[src/rtl/crc_stream_engine_if.sv]
// Stream and result bundle for crc_stream_engine.
// Ports:
//   s_valid/s_ready/s_data/s_last  - input beat handshake and framing
//   s_mode/s_exp_crc/s_abort       - per-frame control
//   crc_out/crc_valid/crc_ready    - result handshake
//   crc_match/frame_len/busy       - result details and status
// Modports: master drives beats and accepts results, slave is the engine.
interface crc_stream_engine_if #(
    parameter int DATA_W = 16,
    parameter int CRC_W  = 16,
    parameter int LEN_W  = 16
) ();

    logic              s_valid;
    logic              s_ready;
    logic [DATA_W-1:0] s_data;
    logic              s_last;
    logic              s_mode;
    logic [CRC_W-1:0]  s_exp_crc;
    logic              s_abort;
    logic [CRC_W-1:0]  crc_out;
    logic              crc_valid;
    logic              crc_ready;
    logic              crc_match;
    logic [LEN_W-1:0]  frame_len;
    logic              busy;

    modport master (
        output s_valid, s_data, s_last, s_mode,
        output s_exp_crc, s_abort, crc_ready,
        input  s_ready, crc_out, crc_valid,
        input  crc_match, frame_len, busy
    );

    modport slave (
        input  s_valid, s_data, s_last, s_mode,
        input  s_exp_crc, s_abort, crc_ready,
        output s_ready, crc_out, crc_valid,
        output crc_match, frame_len, busy
    );

endinterface

[src/rtl/crc_stream_engine.sv]
// Streaming CRC generator/checker folding DATA_W bits per accepted beat.
// Ports:
//   clk_in - system clock
//   rst    - asynchronous reset, active high
//   bus    - slave side of crc_stream_engine_if (beats in, result out)
// One registered result per frame; held in HOLD until crc_ready.
module crc_stream_engine #(
    parameter int               DATA_W     = 16,
    parameter int               CRC_W      = 16,
    parameter logic [CRC_W-1:0] POLY       = 16'h1021,
    parameter logic [CRC_W-1:0] INIT       = '0,
    parameter logic [CRC_W-1:0] XOR_OUT    = '0,
    parameter bit               REFLECT_IN = 1'b0,
    parameter int               LEN_W      = 16
) (
    input logic                clk_in,
    input logic                rst,
    crc_stream_engine_if.slave bus
);

    typedef enum logic [1:0] {
        IDLE,
        ACCUM,
        HOLD
    } state_t;

    state_t state_q;
    state_t state_d;

    logic [CRC_W-1:0]  crc_q;
    logic [LEN_W-1:0]  cnt_q;
    logic              mode_q;
    logic [CRC_W-1:0]  crc_out_q;
    logic              match_q;
    logic [LEN_W-1:0]  len_q;

    logic [DATA_W-1:0] din;
    logic [CRC_W-1:0]  fold;
    logic              fb;
    logic [CRC_W-1:0]  res;
    logic [LEN_W-1:0]  cnt_next;
    logic              mode_now;
    logic              ready;
    logic              take;
    logic              drop;

    assign ready = (state_q != HOLD);

    // Abort wins over a beat in the same cycle; ignored once the
    // result is complete.
    assign take = bus.s_valid & ready & ~bus.s_abort;
    assign drop = bus.s_abort & ready;

    // Whole-word fold, MSB of the (optionally reversed) word first.
    // A frame's first beat starts from INIT, not the stored register.
    always_comb begin
        din  = '0;
        fb   = 1'b0;
        for (int i = 0; i < DATA_W; i++) begin
            if (REFLECT_IN)
                din[i] = bus.s_data[DATA_W-1-i];
            else
                din[i] = bus.s_data[i];
        end
        fold = (state_q == IDLE) ? INIT : crc_q;
        for (int i = DATA_W - 1; i >= 0; i--) begin
            fb   = fold[CRC_W-1] ^ din[i];
            fold = (fold << 1) ^ (fb ? POLY : '0);
        end
    end

    assign res = fold ^ XOR_OUT;

    // Mode is taken live on the first beat, so a one-beat frame
    // still honours it.
    assign mode_now = (state_q == IDLE) ? bus.s_mode : mode_q;

    always_comb begin
        cnt_next = cnt_q;
        if (state_q == IDLE)
            cnt_next = LEN_W'(1);
        else if (cnt_q != {LEN_W{1'b1}})
            cnt_next = cnt_q + LEN_W'(1);
    end

    always_ff @(posedge clk_in or posedge rst) begin
        if (rst)
            state_q <= IDLE;
        else
            state_q <= state_d;
    end

    always_comb begin
        state_d = state_q;
        unique case (state_q)
            IDLE: begin
                if (take)
                    state_d = bus.s_last ? HOLD : ACCUM;
            end
            ACCUM: begin
                if (drop)
                    state_d = IDLE;
                else if (take && bus.s_last)
                    state_d = HOLD;
            end
            HOLD: begin
                if (bus.crc_ready)
                    state_d = IDLE;
            end
            default: state_d = IDLE;
        endcase
    end

    always_ff @(posedge clk_in or posedge rst) begin
        if (rst) begin
            crc_q     <= INIT;
            cnt_q     <= '0;
            mode_q    <= 1'b0;
            crc_out_q <= '0;
            match_q   <= 1'b0;
            len_q     <= '0;
        end else if (take) begin
            if (state_q == IDLE)
                mode_q <= bus.s_mode;
            if (bus.s_last) begin
                // Re-arm for the next frame while publishing the result.
                crc_q     <= INIT;
                cnt_q     <= '0;
                crc_out_q <= res;
                len_q     <= cnt_next;
                match_q   <= mode_now & (res == bus.s_exp_crc);
            end else begin
                crc_q <= fold;
                cnt_q <= cnt_next;
            end
        end else if (drop) begin
            crc_q <= INIT;
            cnt_q <= '0;
        end
    end

    assign bus.s_ready   = ready;
    assign bus.crc_valid = (state_q == HOLD);
    assign bus.crc_out   = crc_out_q;
    assign bus.crc_match = match_q;
    assign bus.frame_len = len_q;
    assign bus.busy      = (state_q != IDLE);

endmodule

[src/flat_wrapper.sv]
// flat-port wrapper written by rule: the top's interface ports become plain ports
module crc_stream_engine_flat 
#(
    parameter int               DATA_W     = 16,
    parameter int               CRC_W      = 16,
    parameter logic [CRC_W-1:0] POLY       = 16'h1021,
    parameter logic [CRC_W-1:0] INIT       = '0,
    parameter logic [CRC_W-1:0] XOR_OUT    = '0,
    parameter bit               REFLECT_IN = 1'b0,
    parameter int               LEN_W      = 16
)
  (clk_in, rst, bus_s_valid, bus_s_data, bus_s_last, bus_s_mode, bus_s_exp_crc, bus_s_abort, bus_crc_ready, bus_s_ready, bus_crc_out, bus_crc_valid, bus_crc_match, bus_frame_len, bus_busy);
  crc_stream_engine_if #(.DATA_W(DATA_W), .CRC_W(CRC_W), .LEN_W(LEN_W)) bus_i ();
  input logic clk_in;
  input logic rst;
  input wire logic [$bits(bus_i.s_valid)-1:0] bus_s_valid;
  input wire logic [$bits(bus_i.s_data)-1:0] bus_s_data;
  input wire logic [$bits(bus_i.s_last)-1:0] bus_s_last;
  input wire logic [$bits(bus_i.s_mode)-1:0] bus_s_mode;
  input wire logic [$bits(bus_i.s_exp_crc)-1:0] bus_s_exp_crc;
  input wire logic [$bits(bus_i.s_abort)-1:0] bus_s_abort;
  input wire logic [$bits(bus_i.crc_ready)-1:0] bus_crc_ready;
  output wire logic [$bits(bus_i.s_ready)-1:0] bus_s_ready;
  output wire logic [$bits(bus_i.crc_out)-1:0] bus_crc_out;
  output wire logic [$bits(bus_i.crc_valid)-1:0] bus_crc_valid;
  output wire logic [$bits(bus_i.crc_match)-1:0] bus_crc_match;
  output wire logic [$bits(bus_i.frame_len)-1:0] bus_frame_len;
  output wire logic [$bits(bus_i.busy)-1:0] bus_busy;
  assign bus_i.s_valid = bus_s_valid;
  assign bus_i.s_data = bus_s_data;
  assign bus_i.s_last = bus_s_last;
  assign bus_i.s_mode = bus_s_mode;
  assign bus_i.s_exp_crc = bus_s_exp_crc;
  assign bus_i.s_abort = bus_s_abort;
  assign bus_i.crc_ready = bus_crc_ready;
  assign bus_s_ready = bus_i.s_ready;
  assign bus_crc_out = bus_i.crc_out;
  assign bus_crc_valid = bus_i.crc_valid;
  assign bus_crc_match = bus_i.crc_match;
  assign bus_frame_len = bus_i.frame_len;
  assign bus_busy = bus_i.busy;
  crc_stream_engine #(.DATA_W(DATA_W), .CRC_W(CRC_W), .POLY(POLY), .INIT(INIT), .XOR_OUT(XOR_OUT), .REFLECT_IN(REFLECT_IN), .LEN_W(LEN_W)) u_core (.clk_in(clk_in), .rst(rst), .bus(bus_i));
endmodule
[config.mk]
export PLATFORM = sky130hd
export DESIGN_NAME = crc_stream_engine_flat
export DESIGN_NICKNAME = d
export VERILOG_FILES = /design/src/rtl/crc_stream_engine_if.sv /design/src/rtl/crc_stream_engine.sv /design/src/flat_wrapper.sv
export SDC_FILE = /design/constraint.sdc
export NUM_CORES = 1
export LEC_CHECK = 0
export ABC_CLOCK_PERIOD_IN_PS = 2600
export BUFFER_PORTS_ARGS = -buffer_cell sky130_fd_sc_hd__buf_4
export CAP_MARGIN = 5
export CORE_ASPECT_RATIO = 0.9
export CORE_MARGIN = 3
export CORE_UTILIZATION = 50
export CTS_BUF_LIST = sky130_fd_sc_hd__clkbuf_8
export CTS_CLUSTER_SIZE = 20
export DETAILED_ROUTE_END_ITERATION = 12
export GPL_TIMING_DRIVEN = 0
export HOLD_SLACK_MARGIN = 0.02
export PLACE_DENSITY = 0.73
export SYNTH_ARGS = -nofsm -noshare
export SYNTH_HDL_FRONTEND = slang
export SYNTH_SLANG_ARGS = --single-unit
export TNS_END_PERCENT = 30
[constraint.sdc]
create_clock -name clk_in -period 2.6 [get_ports clk_in]
set_clock_uncertainty 0.1 [all_clocks]
set_input_delay 0.13 -clock clk_in [delete_from_list [all_inputs] [get_ports clk_in]]
set_output_delay 0.13 -clock clk_in [all_outputs]
set_load 0.03 [all_outputs]
==> metrics.txt <==
outcome=finished clean; EDFF count, synth=0; VDD IR max=~420 µV; final number of max-transition violations=0; largest net degree at the start of global routing=69; clk root buf=clkbuf_8; startpoint types=flip-flop; Vias/cell=roughly 5.5; die area=9260 µm²; initial antenna violation count=0; crit path time final=2.54 ns; CP arrival=around 2.7 ns; final critical-path share of the clock period=0.977; number of buffers created by CTS=9; number of library cell types mapped by synthesis=47; CP Capture Type=flip-flop; hpwl dp=7560 µm; H-tree depth=3; synthesized area per cell=between 9 and 10 µm²; CP delay by family, top=XOR/XNOR gates; wire per inst=between 15 and 20 µm; HP Start=bus_s_exp_crc[14]; Fmax=about 390 MHz; crit path max fanout=8; Hold Path Depth=4; total number of vias=3401; GR Util All Layers=0.238; CTS max path bufs=2; Worst EP required=roughly 2.8 ns; Die W=101 µm; crit path from=u_core.state_q[0]$_DFFE_PP0P_; compound-gate portion of the synthesized area=0.138; DRC=0; critical path class=flip-flop to flip-flop; Synth Register Bits=68; Pwr Total=4.33 mW; via count of the first global-routing pass=3282; Synth top area share=0.418; main combinational cell family by area after synthesis=XOR/XNOR gates; worst r2r src=u_core.state_q[0]$_DFFE_PP0P_; Synth Area in Simple Gates=0.157; setup TNS=0 ns; row count=30; Fin Hold WS=around 0.042 ns; Final setup viols=0; Crit path largest cell delay=around 0.56 ns; syn_nets=~460; number of diodes=0; Initial Utilization=0.526; share of cells above drive strength 1=0.257; DP Cell Count=about 600; overflow left after global routing=0; DRT antenna net count=0; synth top area cells=dfrtp_1, xnor2_1, nand2_1, o21ai_0, xor2_1; Core Box Area=7730 µm²; Syn Inst Count=416; Critical Path, Cell by Cell=o21ai_1 > xor2_1 > xnor3_2 > or3_1 > mux2i_1 > nand4_1 > o31ai_2; Leak Pwr=between 2 and 2.5 nW; Worst R2R Path Depth=7; CTS sink cnt=between 60 and 70; first-pass GRT wire length=around 17000 µm; worst rel slew slack=0.397; area share of fa/ha/maj cells after synthesis=0.00308; I/O Pins=75; post-synthesis mux area share=0.00984; # nets final=560; XOR/XNOR share of the synthesized area=0.253; YS warnings=0; post-route insts no fill=around 620; Skew-Pair Late Insertion Delay=approximately 0.35 ns; ys flop type=dfrtp_1; synth-to-layout area growth=30.0%; Async S/R FF share, synth=1.00; Min-Delay Path Class=primary input to flip-flop; routed wire length=between 10000 and 15000 µm; drt pass-1 iters=5; Hold Vio Cnt, Final=0; IO Port Bufs=74; post-synthesis sequential area ratio=0.418; CTS tree=done; Mapped Area=4070 µm²; Die H=91.6 µm; Cell Pwr Density=approximately 820 nW/µm²; RSZ-0062 raised after global routing=yes; Max Cap Viol=0; CP Buf/Inv Count=0; cell accounting for the most synthesized area=dfrtp_1; Crit-path slowest cell=xnor3_2; CP Depth=7; Final GP Congestion=roughly 0.92; initial drt markers=239; worst-margin pin slew=~0.9 ns; clock slew at reported path FFs=roughly 0.080 ns
report_power, final:
part	total [mW]	internal [mW]	switching, mW
registers	1.34	1.22	0.116
logic	1.81	0.814	0.991
clock network	1.18	0.741	0.444
flip-flops by register name, summed over array words and instances (netlist names):
register	cells
u_core.state_q	2
u_core.bus.frame_len	16
u_core.crc_q	16
u_core.bus.crc_out	16
u_core.cnt_q	16
u_core.mode_q	1
u_core.bus.crc_match	1
logic make-up after synthesis:
group,after synthesis
simple gates,139
compound gates,94
xor+xnor,89
flops,68
buf+inv,21
mux,4
fa+ha+maj,1
placed cells by master (no fill, tap or decap), types with 7 or more instances in the layout:
master,Yosys,layout
a21oi_1,9,9
and3_1,7,7
buf_4,1,87
clkbuf_1,13,12
clkbuf_8,0,9
dfrtp_1,68,66
nand2_1,80,80
nand3_1,9,9
nor2_1,17,17
o21ai_0,54,52
o31ai_1,9,8
xnor2_1,42,38
xor2_1,27,27
final timing paths:
path | to | slack (ns)
setup / recovery | u_core.bus.crc_match$_DFFE_PP0P_ | 0.06
hold / removal | u_core.bus.crc_match$_DFFE_PP0P_ | 0.04
setup reg to reg | u_core.bus.crc_match$_DFFE_PP0P_ | 0.06
hold reg to reg | u_core.bus.crc_out[12]$_DFFE_PP0P_ | 0.38
max in group asynchronous | u_core.state_q[1]$_DFFE_PP0P_ | 1.39
min in group asynchronous | u_core.bus.frame_len[3]$_DFFE_PP0P_ | 0.39
worst register-to-register path, delay by kind of cell, from the launching register on:
| family | cells | cell delay [ns] |
|---|---|---|
| mux | 1 | 0.14 |
| compound gates | 2 | 0.45 |
| xor+xnor | 2 | 0.73 |
| simple gates | 2 | 0.53 |
| flops | 1 | 0.50 |
synthesized netlist by cell type (all sizes together), types with 2 or more instances:
cell type  number
nand2          80
dfrtp          68
o21ai          55
xnor2          48
xor2           28
nor2           21
clkbuf         13
xnor3          11
a21oi           9
nand3           9
o31ai           9
and3            7
a22o            6
nand4           5
a21o            4
inv             4
mux2i           4
buf             3
nor3            3
or3             3
a32o            2
and3b           2
nor3b           2
o211a           2
o22ai           2
or2             2
xor3            2
layer usage:
layer / share of wire / wire length (µm) / vias to the layer above / global-route usage
li1: - / - / 1638 / -
met5: 0 / 0 / - / 0
met3: 0.060 / 640 / 14 / 0.0338
met1: 0.47 / 5000 / 1632 / 0.369
met4: 0.013 / 135 / 0 / 0.0698
met2: 0.46 / 4880 / 117 / 0.343
area by class of cell:
cell class	instances	area [µm²]
plain buffers	16	66.3
inverters	5	25.0
multi-input cells	327	2380
flip-flops and latches	68	1700
well taps	96	120
fillers	599	2440
clock inverters	7	146
clock buffers	9	124
repair buffers	93	726
repair_timing:
| item | in CTS | in global routing |
|---|---|---|
| endpoints found under the setup margin | 3 | 10 |
| gates resized for setup | 8 | 12 |
| gates cloned | 0 | 0 |
| hold buffers | 6 | 0 |
| endpoints found under the hold margin | 71 | 0 |
| pin swaps | 3 | 7 |
| setup buffers | 4 | 9 |
through the flow:
step                      cell area [µm²]  worst slack (ns)  utilization
after floorplan                      4070             0.143            -
after global placement               4740            -0.232        0.614
after detailed placement             4750            -0.222        0.614
after CTS                            5170           0.00364        0.669
after global routing                 5290           -0.0360        0.684
final                                5290            0.0608        0.684
No activity file was read; power rests on OpenSTA's default activity.
